`config.mk`:
```
export PLATFORM = sky130hd
export DESIGN_NAME = serial_work_loader
export DESIGN_NICKNAME = d
export VERILOG_FILES = /design/src/rtl/serial_work_loader.sv
export SDC_FILE = /design/constraint.sdc
export NUM_CORES = 1
export LEC_CHECK = 0
export ABC_AREA = 1
export BUFFER_PORTS_ARGS = -buffer_cell sky130_fd_sc_hd__buf_2
export CORE_MARGIN = 3
export CORE_UTILIZATION = 45
export CTS_CLUSTER_DIAMETER = 100
export DETAILED_ROUTE_END_ITERATION = 16
export PLACE_DENSITY = 0.65
export RECOVER_POWER = 25
export SLEW_MARGIN = 10
export SYNTH_ARGS = -nofsm -noshare
export SYNTH_HDL_FRONTEND = slang
export SYNTH_SLANG_ARGS = --single-unit
```
`constraint.sdc`:
```
create_clock -name clk -period 4.9 [get_ports clk]
set_clock_uncertainty 0.1 [all_clocks]
set_input_delay 0.735 -clock clk [delete_from_list [all_inputs] [get_ports clk]]
set_output_delay 0.735 -clock clk [all_outputs]
set_load 0.01 [all_outputs]
```
`src/rtl/serial_work_loader.sv`:
```
// Assembles a fixed-length work frame from a received byte stream, with optional sync byte and checksum.
// Frame commits 1 clk after the final byte strobe; an idle timeout aborts a partial frame.
module serial_work_loader #(
  parameter int unsigned PAYLOAD_BYTES  = 44,
  parameter int unsigned TIMEOUT_CYCLES = 8388608,
  parameter bit          SYNC_EN        = 1'b0,
  parameter logic [7:0]  SYNC_BYTE      = 8'hA5,
  parameter bit          CHECKSUM_EN    = 1'b0
) (
  input  logic                       clk,
  input  logic                       reset,
  input  logic [7:0]                 rx_data,
  input  logic                       rx_valid,
  output logic [8*PAYLOAD_BYTES-1:0] work_out,
  output logic                       load_flag,
  output logic                       load_pulse,
  output logic                       busy,
  output logic                       cksum_err,
  output logic                       timeout_err,
  output logic [7:0]                 error_count
);

  localparam int unsigned W  = 8 * PAYLOAD_BYTES;
  localparam int unsigned CW = $clog2(PAYLOAD_BYTES + 1);
  localparam int unsigned TW = $clog2(TIMEOUT_CYCLES);
  localparam logic [CW-1:0] LAST_CNT = CW'(PAYLOAD_BYTES - 1);
  localparam logic [TW-1:0] TO_LAST  = TW'(TIMEOUT_CYCLES - 1);

  typedef enum logic [1:0] {
    S_HUNT,
    S_PAYLOAD,
    S_CHECKSUM
  } state_e;

  localparam state_e START = SYNC_EN ? S_HUNT : S_PAYLOAD;

  state_e        state_q, state_d;
  logic [W-1:0]  buf_q, buf_d;
  logic [CW-1:0] cnt_q, cnt_d;
  logic [7:0]    sum_q, sum_d;
  logic [TW-1:0] to_q, to_d;
  logic [W-1:0]  work_q, work_d;
  logic          flag_q, flag_d;
  logic          lp_q, lp_d;
  logic          ce_q, ce_d;
  logic          te_q, te_d;
  logic [7:0]    ec_q, ec_d;

  logic          busy_w;
  logic          commit;
  logic [7:0]    ck_sum;
  logic [W+7:0]  shifted;

  assign busy_w = SYNC_EN ? (state_q != S_HUNT)
                          : ((cnt_q != '0) || (state_q == S_CHECKSUM));

  always_comb begin
    state_d = state_q;
    buf_d   = buf_q;
    cnt_d   = cnt_q;
    sum_d   = sum_q;
    to_d    = to_q;
    work_d  = work_q;
    flag_d  = flag_q;
    lp_d    = 1'b0;
    ce_d    = 1'b0;
    te_d    = 1'b0;
    ec_d    = ec_q;
    commit  = 1'b0;
    ck_sum  = sum_q + rx_data;
    shifted = {buf_q, rx_data};

    if (rx_valid) begin
      to_d = '0;
    end else if (busy_w) begin
      to_d = to_q + TW'(1);
    end

    case (state_q)
      S_HUNT: begin
        if (rx_valid && (rx_data == SYNC_BYTE)) begin
          state_d = S_PAYLOAD;
        end
      end
      S_PAYLOAD: begin
        if (rx_valid) begin
          buf_d = shifted[W-1:0];
          sum_d = ck_sum;
          if (cnt_q == LAST_CNT) begin
            cnt_d = '0;
            if (CHECKSUM_EN) begin
              state_d = S_CHECKSUM;
            end else begin
              commit = 1'b1;
            end
          end else begin
            cnt_d = cnt_q + CW'(1);
          end
        end
      end
      S_CHECKSUM: begin
        if (rx_valid) begin
          if (ck_sum == 8'h00) begin
            commit = 1'b1;
          end else begin
            ce_d = 1'b1;
          end
          state_d = START;
          sum_d   = '0;
        end
      end
      default: state_d = START;
    endcase

    // A byte arriving on the expiry cycle keeps the frame alive.
    if (busy_w && !rx_valid && (to_q == TO_LAST)) begin
      te_d    = 1'b1;
      state_d = START;
      cnt_d   = '0;
      sum_d   = '0;
      to_d    = '0;
    end

    if (commit) begin
      work_d  = buf_d;
      flag_d  = ~flag_q;
      lp_d    = 1'b1;
      state_d = START;
      sum_d   = '0;
      to_d    = '0;
    end

    if ((ce_d || te_d) && (ec_q != 8'hFF)) begin
      ec_d = ec_q + 8'd1;
    end
  end

  always_ff @(posedge clk) begin
    if (reset) begin
      state_q <= START;
      buf_q   <= '0;
      cnt_q   <= '0;
      sum_q   <= '0;
      to_q    <= '0;
      work_q  <= '0;
      flag_q  <= 1'b0;
      lp_q    <= 1'b0;
      ce_q    <= 1'b0;
      te_q    <= 1'b0;
      ec_q    <= '0;
    end else begin
      state_q <= state_d;
      buf_q   <= buf_d;
      cnt_q   <= cnt_d;
      sum_q   <= sum_d;
      to_q    <= to_d;
      work_q  <= work_d;
      flag_q  <= flag_d;
      lp_q    <= lp_d;
      ce_q    <= ce_d;
      te_q    <= te_d;
      ec_q    <= ec_d;
    end
  end

  assign work_out    = work_q;
  assign load_flag   = flag_q;
  assign load_pulse  = lp_q;
  assign busy        = busy_w;
  assign cksum_err   = ce_q;
  assign timeout_err = te_q;
  assign error_count = ec_q;

endmodule

```
-- Word level (Yosys, flattened, before mapping)
Index checks and enable logic that the tools add are counted.
- output and inout port bits: 365
- register bits: 755
- word-level logic and storage cells: 62
- input port bits: 11
- reductions and logical operators: 17
- bitwise logic cells: 2
- mux-type cells: 19
- add/sub/neg operators: 4
- eq/ne operators: 9
- operators with widths (kind ; count):
    two-way mux 352 bit ; 2
    adder 23 x 1 -> 23 bit (second input constant) ; 1
    == test 23 bit (second input constant) ; 1
    two-way mux 8 bit ; 2
    case mux 8 bit (2 select lines) ; 1
    two-way mux 1 bit ; 9
    adder 8 x 1 -> 8 bit (second input constant) ; 1
    adder 8 bit ; 1
    == test 8 bit (second input constant) ; 1
    zero test 8 bit ; 1
    inequality test 8 bit (second input constant) ; 1
    adder 6 x 1 -> 6 bit (second input constant) ; 1
    == test 6 bit (second input constant) ; 1
    two-way mux 6 bit ; 1
    inequality test 2 bit (second input constant) ; 3
    case mux 2 bit (3 select lines) ; 1
    AND reduction 3 bit ; 2
    nonzero test 6 bit ; 1
    logical AND 1 bit ; 4
    two-way mux 2 bit ; 2
    OR reduction 4 bit ; 1
    OR reduction 3 bit ; 1
    == test 2 x 1 -> 1 bit (second input constant) ; 1
    == test 2 bit (second input constant) ; 1
    other kinds (8) ; 10

-- Longest topological paths before layout
- depth after elaboration: 7
- mapped depth: 11
- mapped depth without buffers: 10

-- Worst setup path before layout
No wires, ideal clock.
- path type: input port to flip-flop
- start: input port rx_valid
- end: register to_q[10]
- setup time: 0.122 ns
- required time: 4.678 ns
- arrival: 1.693 ns
- path buffers: 2
- cell stages on the path: 10
- path slack: 2.985 ns
- cells stage by stage: buf_6 inv_4 nand2_1 nor2_1 nand2_1 nor2_8 nand2_2 nand3_4 buf_6 a21oi_1
- cells in the longest elaborated chain, start to end: 4
- elaborated cells between the ends (all ways): 7
- classes of those cells: mux (3); reduce/logical (4)
- RTL lines (item ; RTL line ; RTL):
    start, declared ; 13 ; input logic rx_valid,
    branches (longest 3 deep; another with case mux 1 bit (2 select lines)) ; -- ;
    OR reduction 4 bit (no source line) * ; -- ;
    end signal, assigned ; 156 ; to_q <= to_d;
    end, declared ; 41 ; logic [TW-1:0] to_q, to_d;
Every way passes the cells marked *.
A chain may end at the register's enable or synchronous reset.

==> results summary <==
The synthesized netlist devotes 0.196% of its cell area to adder and majority cells. The combined global-route utilization of all metal layers came out at 21.7%. The worst register-to-register path ends at work_out[348]. For this design the ratio of total power to cell area is 427 mW/mm^2. For this design the top-level I/O count stands at 376.

The highest clock rate is 312 MHz. The number of storage elements in the synthesis netlist is 736. The cell that appears most often on the critical path is clkbuf_1. The fraction of the core area covered by cells at the end of the flow is 53.4%. The detail route stage leaves a number of antenna-violating nets equal to 0. The repair_antennas step left the layout with diodes totalling 0. The total nets after synthesis came out at 3046. The sort of element at the start of the critical path is an input port. The number of violations of the max-capacitance limit is 1. The number of buffers inserted by hold repair at cts is 0. The post-synthesis sequential area ratio is 57.7%.

The routed via count divided by cell count came out at 5.17. The path with the worst hold slack has its endpoint at work_out[6]. The type of the setup path with the least slack is input port to flop. The post-route setup TNS is 0 ps. The number of antenna violations at the first check in global routing came out at 1.

The gate count of the mapped netlist came out at 3031. The placer congestion estimate is 0.831. The half-perimeter wire length of the detailed placement result is 41800 um. In the layout the commonest cells are dfxtp_1, o21ai_0, a21oi_1. The peak per-stage delay on the critical path came out at 1290 ps. In this run the worst path has a maximum fanout of 115. After synthesis, the netlist uses 35 different library cells.

The clock transition at the registers of the reported paths came out at 60 ps. Net switching is 22.1% of the power. The library cell used most frequently in the layout, excluding fill and tap cells, is dfxtp_1. The remaining global-route overflow came out at 0. The DRC marker count from the first detailed-route iteration came out at 1674.

Setup violations remaining at the end of the flow were counted as 0. The number of buffers inserted by port buffering came out at 374. The average wire per standard cell came out at 16.5 um. The final clock period utilization by the worst path is 65.3%. For the pin with the worst max-slew slack, the measured transition is 1700 ps. The first-pass GRT wire length is 107000 um. Gates resized during post-CTS repair numbered 0. The combinational cell fraction of total power is 4.0%. TritonCTS built the clock tree. The detailed-route DRC error count is 0. The headroom to the max-slew limit is -13.2%.

The cell depth of the worst flop-to-flop path is 9. The beginning of the worst hold path is rx_data[6]. The pin count of the biggest net entering global routing came out at 284. The clock latency reported for the late side of the worst-skew pair came out at 600 ps. The total net switching power came out at 2.80 mW. The area fraction in compound gates after synthesis came out at 23.0%. For this run, the number of Yosys warnings is 0. The largest delay contributor family on the critical path is buffers and inverters.

The die footprint is 0.0596 mm^2. The post-synthesis instance area came out at 0.0255 mm^2. For this block, the routed nets add up to 67000 um of wire. The detailed router placed 21005 vias in this run. STA classifies the critical path endpoint as a flop.

Compared with the post-synthesis result, the final layout area differs by 16.4%. The first detailed-routing pass ran for 5 iterations. Setup repair after global routing left no endpoint under its margin. The TritonCTS buffer count is 76. The number of standard-cell rows in the floorplan is 86. The H-tree generated during clock tree synthesis spans 3 levels. The highest ir drop seen on vdd is 0.279 mV.

The final number of max-transition violations is 48. The final critical delay including setup and external delays is 3200 ps. The worst register-to-register path begins at cnt_q[0]. The arrival time of data at the critical path endpoint came out at 3620 ps.

The average cell area after synthesis came out at 8.42 um^2. The cell internal power dissipation is 9.88 mW. The floorplan die width is 244 um. The standard cell with the maximum stage delay on the critical path is clkbuf_1. The tree is rooted in a clkbuf_16. In this run the static leakage power is 11.6 nW. Prior to clock tree synthesis, the placed netlist has a worst setup slack of 1500 ps. The count of buffers added by post-CTS timing repair for setup came out at 0. Walking the worst path, the cells encountered are clkbuf_1 > inv_8 > clkbuf_1 > o21ai_0 > a21oi_1. Along the worst hold path, the cell count comes to 3. The critical path contains buffers and inverters numbering 3 combined.

The clock passes through at most 3 buffers. The y dimension of the die is 244 um. The share of cells above drive strength 1 is 8.43%. The critical path required time came out at 5320 ps.

The worst hold path class is input port to flop. In the post-route analysis, the smallest setup slack over all paths is 1700 ps. The xor/xnor share of the synthesized area came out at 0.412%.

The area of the placeable core came out at 0.0556 mm^2. The flow ran to the end, but the final reports show violations. The number of global-route vias before repair came out at 19777. The share of cell area taken by muxes after synthesis is 0%. The clock sink total is 736. The checks that failed: capacitance limit, slew limit.

For this configuration, the core starts out at a cell density of 45.9%. After synthesis, the largest family of logic cells by area is compound AO/OA/AOI/OAI gates. The share of synthesized cell area in and, or, nand and nor gates is 9.03%.

The relative contribution of the clock network to total power came out at 46.7%. The worst-case register-to-register setup slack came out at 2350 ps. In the final design database the tool counted 3272 nets.

The share of total power dissipated in sequential elements is 49.3%. The count of endpoints failing hold in the final timing report came out at 0.
==> state kept, by name (all words and copies together) (netlist names) <==
register     flops
error_count      8
work_out       352
to_q            23
timeout_err      1
load_flag        1
buf_q          344
load_pulse       1
cnt_q            6
==> cell usage after synthesis, drive strengths merged <==
| master | number | area [um^2] |
|---|---|---|
| nand3 | 188 | 963 |
| o21bai | 1 | 7.51 |
| a21oi | 490 | 2450 |
| o21a | 3 | 22.5 |
| clkbuf | 103 | 387 |
| buf | 136 | 732 |
| clkinv | 1 | 5.00 |
| nand2 | 127 | 484 |
| nand3b | 4 | 30.0 |
| or2 | 5 | 31.3 |
| a211oi | 5 | 37.5 |
| ha | 4 | 50.1 |
| nor2 | 180 | 714 |
| o21ai | 671 | 3360 |
| xnor2 | 2 | 17.5 |
| nor3 | 6 | 30.0 |
| dfxtp | 736 | 14700 |
| inv | 351 | 1320 |
| and2 | 1 | 6.26 |
| xor2 | 10 | 87.6 |
| conb | 1 | 3.75 |
| nand4 | 6 | 43.8 |
==> power by group through the flow <==
stage | clock, mW | sequential [mW] | combinational, mW
global placement | 0 | 6.38 | 0.488
CTS | 6.07 | 6.26 | 0.503
finish | 5.92 | 6.26 | 0.502
detailed placement | 0 | 6.39 | 0.498
floorplan | 0 | 6.36 | 0.394
global route | 6.32 | 6.28 | 0.577
==> logic make-up (layout without fill, tap and decap cells) <==
family	Yosys count	after routing
compound gates	1170	1170
xor+xnor	12	12
fa+ha+maj	4	4
buf+inv	591	871
flops	736	736
other cells	1	1
simple gates	517	517
==> metal layers <==
layer	global-route usage (%)	share of wire, %
met5	0	0
met4	7.46	2.7
met3	5.88	7.3
met2	33.9	45
met1	29.1	45
==> area by class of cell <==
type	count	area [um^2]
Clock buffer	110	2260
Inverter	352	1340
Clock inverter	22	323
Timing Repair Buffer	387	1740
Fill cell	5304	25900
Tap cell	748	936
Multi-Input combinational cell	1704	8360
Sequential cell	736	14700
==> through the flow <==
step	area [um^2]	hold WS, ps	instances	power, mW
2_1_floorplan	25500	313	3031	6.75
3_3_place_gp	27400	325	3927	6.87
3_5_place_dp	27400	338	3927	6.88
4_1_cts	30000	247	4059	12.8
5_1_grt	29700	292	4059	13.2
6_report	29700	293	4059	12.7
==> worst max-delay path by stage <==
stage / from / endpoint / slack, ps / cells after the start
after floorplan: rx_valid / to_q[10] / 2990 / 10
after global placement: rx_valid / work_out[139] / 1600 / 8
after detailed placement: rx_valid / work_out[155] / 1500 / 8
after CTS: cnt_q[0] / busy / 2090 / 4
after global routing: reset / work_out[110] / 1360 / 5
final: reset / work_out[110] / 1700 / 5
==> tightest hold or removal path, stage by stage <==
cell and delay [ps]:
buf_2 90, nor2_1 40, nor2_1 80
Note: power is estimated with default switching activity, not from simulation.
